<file path="config.mk">
export PLATFORM = sky130hd
export DESIGN_NAME = bcd_adder_pipe
export DESIGN_NICKNAME = d
export VERILOG_FILES = /design/src/rtl/bcd_pkg.sv /design/src/rtl/bcd_digit_add.sv /design/src/rtl/bcd_adder_pipe.sv
export SDC_FILE = /design/constraint.sdc
export NUM_CORES = 1
export LEC_CHECK = 0
export ABC_CLOCK_PERIOD_IN_PS = 3710
export CAP_MARGIN = 20
export CORE_MARGIN = 1
export CORE_UTILIZATION = 30
export DETAILED_ROUTE_END_ITERATION = 16
export HOLD_SLACK_MARGIN = 0.05
export PLACE_DENSITY_LB_ADDON = 0.15
export SKIP_CTS_REPAIR_TIMING = 1
export SYNTH_ARGS = -nofsm -noshare
export SYNTH_HDL_FRONTEND = slang
export SYNTH_SLANG_ARGS = --single-unit
</file>
<file path="constraint.sdc">
create_clock -name clk -period 3.71 [get_ports clk]
set_clock_uncertainty 0.1 [all_clocks]
set_input_delay 0.9275 -clock clk [delete_from_list [all_inputs] [get_ports clk]]
set_output_delay 0.9275 -clock clk [all_outputs]
set_load 0.02 [all_outputs]
</file>
<file path="src/rtl/bcd_pkg.sv">
// bcd_pkg: shared BCD digit type, width and 9's-complement helper.
package bcd_pkg;
    localparam int DIGIT_W = 4;
    typedef logic [DIGIT_W-1:0] bcd_digit_t;
    function automatic bcd_digit_t bcd_nines(bcd_digit_t d);
        return bcd_digit_t'(DIGIT_W'(9) - d);
    endfunction
endpackage

</file>
<file path="src/rtl/bcd_digit_add.sv">
// bcd_digit_add: combinational single-digit BCD adder with invalid-digit flag.
module bcd_digit_add
    import bcd_pkg::*;
(
    input  logic [DIGIT_W-1:0] a_d,
    input  logic [DIGIT_W-1:0] b_d,
    input  logic               ci,
    output logic [DIGIT_W-1:0] digit,
    output logic               co,
    output logic               bad
);
    logic [DIGIT_W:0] w_s;
    assign w_s   = {1'b0, a_d} + {1'b0, b_d} + {{DIGIT_W{1'b0}}, ci};
    assign co    = w_s > (DIGIT_W+1)'(9);
    assign digit = co ? w_s[DIGIT_W-1:0] + DIGIT_W'(6) : w_s[DIGIT_W-1:0];
    assign bad   = (a_d > DIGIT_W'(9)) | (b_d > DIGIT_W'(9));
endmodule

</file>
<file path="src/rtl/bcd_adder_pipe.sv">
// bcd_adder_pipe: pipelined packed-BCD adder, one digit group per stage, valid/ready handshake.
// Define BCD_SUB_EN to add the sub port (a - b - cin via 9's complement).
module bcd_adder_pipe
    import bcd_pkg::*;
#(
    parameter int DIGITS           = 4,
    parameter int DIGITS_PER_STAGE = 1
) (
    input  logic                      clk,
    input  logic                      rst_n,
    input  logic                      in_valid,
    output logic                      in_ready,
    input  logic [DIGIT_W*DIGITS-1:0] a,
    input  logic [DIGIT_W*DIGITS-1:0] b,
    input  logic                      cin,
`ifdef BCD_SUB_EN
    input  logic                      sub,
`endif
    output logic                      out_valid,
    input  logic                      out_ready,
    output logic [DIGIT_W*DIGITS-1:0] sum,
    output logic                      cout,
    output logic                      err
);
    localparam int S  = DIGITS / DIGITS_PER_STAGE;
    localparam int W  = DIGIT_W * DIGITS;
    localparam int GW = DIGIT_W * DIGITS_PER_STAGE;

    logic         w_adv, w_sub;
    logic [S:0]   r_v, r_c, r_s;
    logic [S:1]   r_e, w_co, w_bad;
    logic [W-1:0] w_bx;

`ifdef BCD_SUB_EN
    assign w_sub = sub;
`else
    assign w_sub = 1'b0;
`endif

    assign w_adv     = !r_v[S] || out_ready;
    assign in_ready  = w_adv;
    assign out_valid = r_v[S];
    assign sum       = g_st[S].r_sum;
    assign cout      = r_c[S] ^ r_s[S];
    assign err       = r_e[S];

    for (genvar i = 0; i < DIGITS; i++) begin : g_bx
        assign w_bx[DIGIT_W*i +: DIGIT_W] = w_sub ? bcd_nines(b[DIGIT_W*i +: DIGIT_W]) : b[DIGIT_W*i +: DIGIT_W];
    end

    // 9's complement maps digits >9 to digits >9, so bad flags on b stay exact when subtracting
    always_ff @(posedge clk or negedge rst_n) begin
        if (!rst_n) begin
            r_v <= '0;
            r_c <= '0;
            r_s <= '0;
            r_e <= '0;
        end else if (w_adv) begin
            r_v    <= {r_v[S-1:0], in_valid};
            r_c    <= {w_co, w_sub ? !cin : cin};
            r_s    <= {r_s[S-1:0], w_sub};
            r_e[1] <= w_bad[1];
            for (int k = 2; k <= S; k++) r_e[k] <= r_e[k-1] | w_bad[k];
        end
    end

    // g_st[k]: r_a/r_b feed adder k (groups k-1 and up), r_sum holds groups 0..k-1 after it
    for (genvar k = 1; k <= S; k++) begin : g_st
        logic [W-(k-1)*GW-1:0]     r_a, r_b;
        logic [k*GW-1:0]           r_sum;
        logic [GW-1:0]             w_grp;
        logic [DIGITS_PER_STAGE:0] w_ch;
        logic [DIGITS_PER_STAGE-1:0] w_bd;
        assign w_ch[0]  = r_c[k-1];
        assign w_co[k]  = w_ch[DIGITS_PER_STAGE];
        assign w_bad[k] = |w_bd;
        for (genvar d = 0; d < DIGITS_PER_STAGE; d++) begin : g_dig
            bcd_digit_add u_dig (
                .a_d   (r_a[DIGIT_W*d +: DIGIT_W]),
                .b_d   (r_b[DIGIT_W*d +: DIGIT_W]),
                .ci    (w_ch[d]),
                .digit (w_grp[DIGIT_W*d +: DIGIT_W]),
                .co    (w_ch[d+1]),
                .bad   (w_bd[d])
            );
        end
        if (k == 1) begin : g_first
            always_ff @(posedge clk or negedge rst_n) begin
                if (!rst_n) begin
                    r_a   <= '0;
                    r_b   <= '0;
                    r_sum <= '0;
                end else if (w_adv) begin
                    r_a   <= a;
                    r_b   <= w_bx;
                    r_sum <= w_grp;
                end
            end
        end else begin : g_next
            always_ff @(posedge clk or negedge rst_n) begin
                if (!rst_n) begin
                    r_a   <= '0;
                    r_b   <= '0;
                    r_sum <= '0;
                end else if (w_adv) begin
                    r_a   <= g_st[k-1].r_a[W-(k-2)*GW-1:GW];
                    r_b   <= g_st[k-1].r_b[W-(k-2)*GW-1:GW];
                    r_sum <= {w_grp, g_st[k-1].r_sum};
                end
            end
        end
    end
endmodule

</file>
==> summary by stage, run 1 <==
Run status
The run finished with clean final reports.

Cells and area
The number of nets in the layout is 816. Once layout is complete, the utilization of the core stands at 37.8%. The final cell area excluding filler cells is 0.00769 sq mm.

The share of layout cells above drive strength 1 is 6.12%. The area added between synthesis and finish is 23.0%. The number of antenna cells inserted is 0.

Synth
Synthesis inferred 134 register bits. For this run, asynchronously set or reset flops after synthesis account for 100%. The synthesized design contains 0 enable-type register cells.

Synthesis produced a netlist whose cell count is 708. Of the post-synthesis cell area, the dominant cell type holds 53.6%. The number of library cell types mapped by synthesis is 53. In this run the cell area of the synthesized design comes to 0.00626 sq mm.

In the synthesized netlist the dominant register cell turns out to be sky130_fd_sc_hd__dfrtp_1. The synthesized design spends more area on one cell type than any other, namely sky130_fd_sc_hd__dfrtp_1. After synthesis, flip-flops and latches occupy 53.6% of the total area. Yosys attributes the largest share of cell area to sky130_fd_sc_hd__dfrtp_1, sky130_fd_sc_hd__nand2_1, sky130_fd_sc_hd__ha_1. The average size of a mapped cell is 8.84 sq um. The synthesis warning total is 0. The synthesized netlist net count is 769.

Power
The completed layout was analyzed and its total power is 0.00804 W. Dividing total power by cell area gives a power density of 1050 mW/mm^2. The analysis attributes to cell leakage a power of 3.73 nW. The maximum VDD drop is 363 uV.

Die
For this design the top-level I/O count stands at 57. After floorplanning, the core was sized to cover 0.0204 sq mm. The height of the die is 146 um. The initial utilization of the core area, before any placement, comes to 30.7%. The number of standard-cell rows in the floorplan is 52. Measured along the x axis, the die boundary spans 146 um. The floorplan step defined a die boundary enclosing 0.0214 sq mm.

Flow run
The tool flagged a number of max-cap violations equal to 0.

Setup path
The worst setup path is captured at a primary output. The critical path is of the in2out type. The critical path capture point is in_ready.

The critical path starts at out_ready. At the worst endpoint, the required time is 2.68 ns. The worst register-to-register path has a depth of 8. The beginning of the worst register-to-register path is r_c[3].

The kind of launch point of the worst setup path is an input pin. The capturing point of the worst reg2reg path is sum[14]. The maximum fanout count along the critical path is 2.

The reg-to-reg setup timing slack is 0.65 ns. The arrival time at the worst endpoint is 2.15 ns.

Global routing
The total grt overflow is 0. The aggregate global-route resource usage is 13.5%. The via count of the first global-routing pass came to 4954. Entering global routing, the biggest net connects 145 pins. The number of antenna violations at the first check in global routing is 0. The first global-routing pass estimated 23600 um of wire.

Routing
Once detail routing completed, the nets flagged for antenna violations numbered 0. The first detailed-routing pass took 5 iterations. The first routing iteration left 240 violations. The number of vias in the routed layout is 4807.

The final layout contains routed wiring with a total length of 13200 um. Using the TritonRoute via totals, the vias-per-cell ratio works out to 4.63. The per-cell routed wire length is 12.8 um. For this run, design rule violations remaining after detail routing come to 0.

STA
Hold timing on the final database bottoms out at a slack of 0.351 ns. Static timing analysis puts the maximum clock frequency at 0.315 GHz. The routed design could run at a clock period as short as 3.18 ns.

The setup total negative slack is 0 ns. The total of endpoints with negative setup slack in the final report is 0. Setup repair after global routing left no endpoint under its margin. The transition time at the pin with the least slew margin is 0.691 ns.

Headroom to the max-slew limit came out at 54.0%. The number of max-slew violations in the final report was 0. The post-route fraction of the period consumed by the critical path is 85.6%. The total count of hold-check failures in the final report is 0.

CTS
The clock tree from TritonCTS is yes. At the later pin of the worst-skew pair, clock insertion delay measures 0.42 ns. CTS saw 134 sinks.

The clock tree synthesis step divided the H-tree into 4 levels. CTS placed an instance of sky130_fd_sc_hd__clkbuf_16 at the clock tree root. The TritonCTS buffer count is 17.

The clock slew seen by the registers of the worst setup and hold paths is 0.06 ns. The maximum buffer depth of the clock tree is 2.

Placement
Routability-driven placement finished with a final weighted congestion of 0.832. Buffers placed on the I/O ports in this run total 56. In this run the cell area measured after placement is 0.00709 sq mm.

Summed over all nets, the half-perimeter wirelength after detailed placement is 8640 um.

Min path
In this run the worst hold path is classified as reg2reg.
## registers in the layout (all words and copies together), names as in the netlist
register    cells
sum            16
g_st.r_sum     24
r_e             4
g_st.r_a       40
g_st.r_b       40
r_c             5
r_v             5
## stage by stage
step           setup WS [ns]  cells
2_1_floorplan          0.823    708
3_3_place_gp           0.514   1006
3_5_place_dp           0.522   1006
4_1_cts                0.521   1038
5_1_grt                0.442   1038
6_report               0.533   1038
## cell families (layout without fill, tap and decap cells)
logic type               count (synthesis)  in the layout  share of synthesized area, %
buffers and inverters                   38             98                          2.64
AO/OA/AOI/OAI                           81             81                          9.38
multiplexers                             3              3                         0.560
adder cells (fa/ha/maj)                 24             24                          5.76
XOR/XNOR                                 4              4                         0.560
AND/OR/NAND/NOR                        424            424                          27.5
flip-flops                             134            134                          53.6
## Yosys cell counts, types with 2 or more instances
cell type                     n
sky130_fd_sc_hd__mux2i_1      2
sky130_fd_sc_hd__a211oi_2     3
sky130_fd_sc_hd__xnor2_1      4
sky130_fd_sc_hd__o21ai_0     14
sky130_fd_sc_hd__o2111ai_1    2
sky130_fd_sc_hd__a31oi_1     13
sky130_fd_sc_hd__nand3b_1     2
sky130_fd_sc_hd__nor2b_1      5
sky130_fd_sc_hd__or3_1        4
sky130_fd_sc_hd__dfrtp_1    134
sky130_fd_sc_hd__nor4_1       3
sky130_fd_sc_hd__a21bo_2      2
sky130_fd_sc_hd__and3_1       2
sky130_fd_sc_hd__or2_2        2
sky130_fd_sc_hd__nand3_1     13
sky130_fd_sc_hd__inv_1        5
sky130_fd_sc_hd__a211oi_1     8
sky130_fd_sc_hd__nand2_1    348
sky130_fd_sc_hd__a221o_1      2
sky130_fd_sc_hd__a21boi_0     2
sky130_fd_sc_hd__buf_1        5
sky130_fd_sc_hd__and2_1       3
sky130_fd_sc_hd__nor2_1      22
sky130_fd_sc_hd__a221oi_1     2
sky130_fd_sc_hd__o2111a_1     2
sky130_fd_sc_hd__a22oi_1      3
sky130_fd_sc_hd__nand2b_1     8
sky130_fd_sc_hd__o211ai_1     7
sky130_fd_sc_hd__nor3_1       3
sky130_fd_sc_hd__clkbuf_1    14
sky130_fd_sc_hd__a21o_2       2
sky130_fd_sc_hd__a41oi_1      2
sky130_fd_sc_hd__ha_1        16
sky130_fd_sc_hd__a21oi_1     10
sky130_fd_sc_hd__or2_0        2
sky130_fd_sc_hd__buf_2       12
sky130_fd_sc_hd__nor3b_1      2
sky130_fd_sc_hd__fa_1         8
## cells in the final DEF, fill, tap and decap left out, drive strengths merged, types with 3 or more instances in the layout
cell type      netlist  final
nand2              348    348
xnor2                4      4
nor2b                5      5
o211ai               7      7
nand3               13     13
buf                 18      5
a31oi               13     13
or3                  4      4
a211oi              11     11
and2                 3      3
nor3                 3      3
or2                  4      4
nor4                 3      3
clkbuf              14     23
bufinv               0      3
ha                  16     16
a21o                 3      3
nor2                22     22
inv                  6      6
fa                   8      8
dfrtp              134    134
nand2b               8      8
a22oi                3      3
clkdlybuf4s50        0     55
clkinv               0      6
a21oi               10     10
o21ai               14     14
## critical path: stages
cell and delay (ns):
sky130_fd_sc_hd__clkdlybuf4s50_1 0.50, sky130_fd_sc_hd__nor2b_4 0.07, sky130_fd_sc_hd__inv_4 0.06, sky130_fd_sc_hd__clkdlybuf4s50_1 0.59
## worst min path at each step
stage,from,to,depth (start not counted)
detailed placement,r_v[3],r_v[4],1
global route,g_st[1].r_b[5],g_st[1].r_b[5],2
floorplan,r_v[3],r_v[3],2
global placement,r_v[3],r_v[3],2
CTS,r_v[3],r_v[4],1
finish,r_v[3],r_v[4],1
## where the power goes
group | total, W | leakage [nW] | internal [W] | switching [W]
Sequential | 0.00253 | 1.62 | 0.00212 | 0.000410
Combinational | 0.00381 | 1.80 | 0.00165 | 0.00216
Clock | 0.00171 | 0.301 | 0.00111 | 0.000605
## per-layer routing
| metal | vias to the layer above | GRT usage (%) | part of all wire, % |
|---|---|---|---|
| met5 | - | 0 | 0 |
| met4 | 0 | 5.21 | 1.8 |
| met3 | 24 | 2.94 | 2.9 |
| met2 | 83 | 21.6 | 45 |
| met1 | 2272 | 18.0 | 50 |
| li1 | 2428 | - | - |
## area by class of cell
class                           count  area, sq um
Tap cell                          270          338
Sequential cell                   134         3350
Clock buffer                       23          478
Multi-Input combinational cell    536         2750
Timing Repair Buffer               60          629
Fill cell                        2095        12700
Clock inverter                      9          124
Inverter                            6         25.0
No activity file was read; power rests on OpenSTA's default activity.
==> inputs of run 2 (changes only) <==
--- a/config.mk
+++ b/config.mk
@@ -8,11 +8,13 @@
 export ABC_CLOCK_PERIOD_IN_PS = 3710
 export CAP_MARGIN = 20
 export CORE_MARGIN = 1
-export CORE_UTILIZATION = 30
+export CORE_UTILIZATION = 34
+export CTS_CLUSTER_DIAMETER = 50
 export DETAILED_ROUTE_END_ITERATION = 16
 export HOLD_SLACK_MARGIN = 0.05
 export PLACE_DENSITY_LB_ADDON = 0.15
 export SKIP_CTS_REPAIR_TIMING = 1
+export SLEW_MARGIN = 20
 export SYNTH_ARGS = -nofsm -noshare
 export SYNTH_HDL_FRONTEND = slang
 export SYNTH_SLANG_ARGS = --single-unit
==> summary by stage, run 2 (synthesis results as in run 1) <==
Power
The cell area power density is 1050 mW/mm^2. The maximum VDD drop is 819 uV. Summed over all cells, the static leakage comes to 3.70 nW.

The power after layout is 0.00802 W.

Cells and area
Leaving out fill and tap cells, the most frequent cell in the layout is sky130_fd_sc_hd__nand2_1. The repair_antennas step left the layout with diodes totalling 0. Compared with the post-synthesis result, the final layout area differs by 21.7%. The library cells used most frequently in the layout, excluding fill and tap cells, are sky130_fd_sc_hd__nand2_1, sky130_fd_sc_hd__dfrtp_1, sky130_fd_sc_hd__clkdlybuf4s50_1. The share of layout cells above drive strength 1 is 5.73%. For this run, the post-layout net count is 816. The final design utilization is 42.3%. The number of fillers in the final layout is 1812.

In the final layout, the registers with the most flip-flops are g_st.r_a (40), g_st.r_b (40), g_st.r_sum (24).

Run status
The run finished with clean final reports.

Min path
In this run the most critical hold path is launched from g_st[3].r_a[5]. The class of the tightest hold or removal check is reg2reg. Along the worst hold path, the cell count comes to 2.

The endpoint of the worst hold path is g_st[3].r_a[5].

Setup path
The arrival time at the worst endpoint is 2.14 ns. The element type at the critical path end is a primary output. The reg-to-reg setup timing slack is 0.67 ns. The startpoint identified for the worst register-to-register timing path is r_c[3]. The data required time at the worst endpoint is 2.68 ns. Counting cells, the worst reg-to-reg path comes to 8. In this run the critical register-to-register path is captured at sum[14]. The worst setup path is launched from an input pin. The path type of the worst setup path is in2out. Along the worst path, the maximum fanout reaches 2.

Placement
The HPWL after detailed placement is 8360 um. The port buffer count is 56. The routability congestion estimate from global placement is 0.830.

Global routing
The total grt overflow is 0. The number of antenna violations at the first check in global routing is 0. The via count of the first global-routing pass is 4674. Entering global routing, the biggest net connects 145 pins. The global routing met1 resource utilization is 21.2%. Global routing used 23.0% of the available met2 tracks. Global routing used 15.4% of the available tracks. The wire length of the first global-routing pass is 22800 um. The layer flagged by global routing as most heavily used is met2.

The met3 capacity usage during global routing is 3.35%.

Die
Once the floorplan was initialized, standard cells occupied 34.7% of the core. The number of standard-cell rows in the floorplan is 49. The height of the die is 138 um.

The area inside the core boundary is 0.0180 sq mm. The top-level I/O count is 57. The width of the die is 138 um. The total die area is 0.0190 sq mm.

Flow run
Across the run, the number of max-cap violations was 0.

STA
The setup total negative slack is 0 ns. Based on the critical path, the design can be clocked at up to 0.316 GHz. In this run the tightest slew margin relative to its limit is 40.6%. The number of max-slew violations in the final report is 0. Setup repair after global routing left no endpoint under its margin.

For the finished layout, the period the worst path requires is 3.17 ns. The transition time at the pin with the least slew margin is 0.891 ns. The total count of hold-check failures in the final report came to 0. The worst path uses 85.4% of the clock period. Setup violations remaining at the end of the flow were counted as 0.

CTS
The clock tree from TritonCTS is yes. In this run the deepest clock path goes through 2 buffers. CTS placed an instance of sky130_fd_sc_hd__clkbuf_16 at the clock tree root. For the worst-skew pair, the clock arrives at the later sink with an insertion delay of 0.42 ns. The clock slew seen by the registers of the worst setup and hold paths is 0.06 ns.

The H-tree was split into 4 levels. Counting every sink on the clock net gives 134. In this run, CTS created clock tree buffers numbering 17.

Routing
The detailed-route DRC error count is 0. The number of optimization iterations in the first detailed-route pass is 4. The routed layout has 4791 vias.

After detailed routing, the average wire length per cell comes to 13.0 um. The count of nets left with antenna violations once routing finished came out at 0. After the first detailed-routing iteration, the DRC count stood at 221.

Wires add up to 13000 um. The ratio of routed vias to standard cells is 4.81.
[run 2: cell types whose count changed in the layout (fill, tap and decap cells not counted), sizes merged]
cell,change
clkbuf,+2
buf,-1
clkinvlp,+2
clkinv,-3
[run 2: worst max path at each step]
stage / to / startpoint / slack, ns
after floorplan: sum[14] / r_c[3] / 0.82
after global placement: in_ready / out_ready / 0.52
after detailed placement: in_ready / out_ready / 0.53
after CTS: in_ready / out_ready / 0.53
after global routing: sum[14] / r_c[3] / 0.50
final: in_ready / out_ready / 0.54
[run 2: final cells by class]
type	instances	area, sq um	share of cell area, %
sequential	134	3350	44.0
clock inverter	8	124	1.63
timing repair buffer	60	619	8.13
clock buffer	24	462	6.06
multi-input combinational	536	2750	36.1
tap	229	287	3.76
inverter	6	25.0	0.329
[run 2: through the flow]
stage | instance area [sq um] | std cells | hold WS (ns) | setup slack [ns]
2_1_floorplan | 6260 | 708 | 0.330 | 0.823
3_3_place_gp | 7030 | 965 | 0.350 | 0.522
3_5_place_dp | 7030 | 965 | 0.353 | 0.526
4_1_cts | 7610 | 997 | 0.368 | 0.530
5_1_grt | 7620 | 997 | 0.381 | 0.496
6_report | 7620 | 997 | 0.363 | 0.541
[run 2: where the power goes]
group	leakage [nW]	internal [W]	switching (W)
registers	1.62	0.00212	0.000399
clock network	0.278	0.00107	0.000611
logic	1.80	0.00165	0.00217
[run 2: metal layers]
layer,share of wire [%],vias up
li1,-,2430
met1,51,2256
met2,43,85
met3,3.4,20
met4,1.9,0
met5,0,-
[run 2: worst max-delay path: stages]
cell                              delay (ns)
sky130_fd_sc_hd__clkdlybuf4s50_1        0.50
sky130_fd_sc_hd__nor2b_4                0.06
sky130_fd_sc_hd__inv_4                  0.06
sky130_fd_sc_hd__clkdlybuf4s50_1        0.59
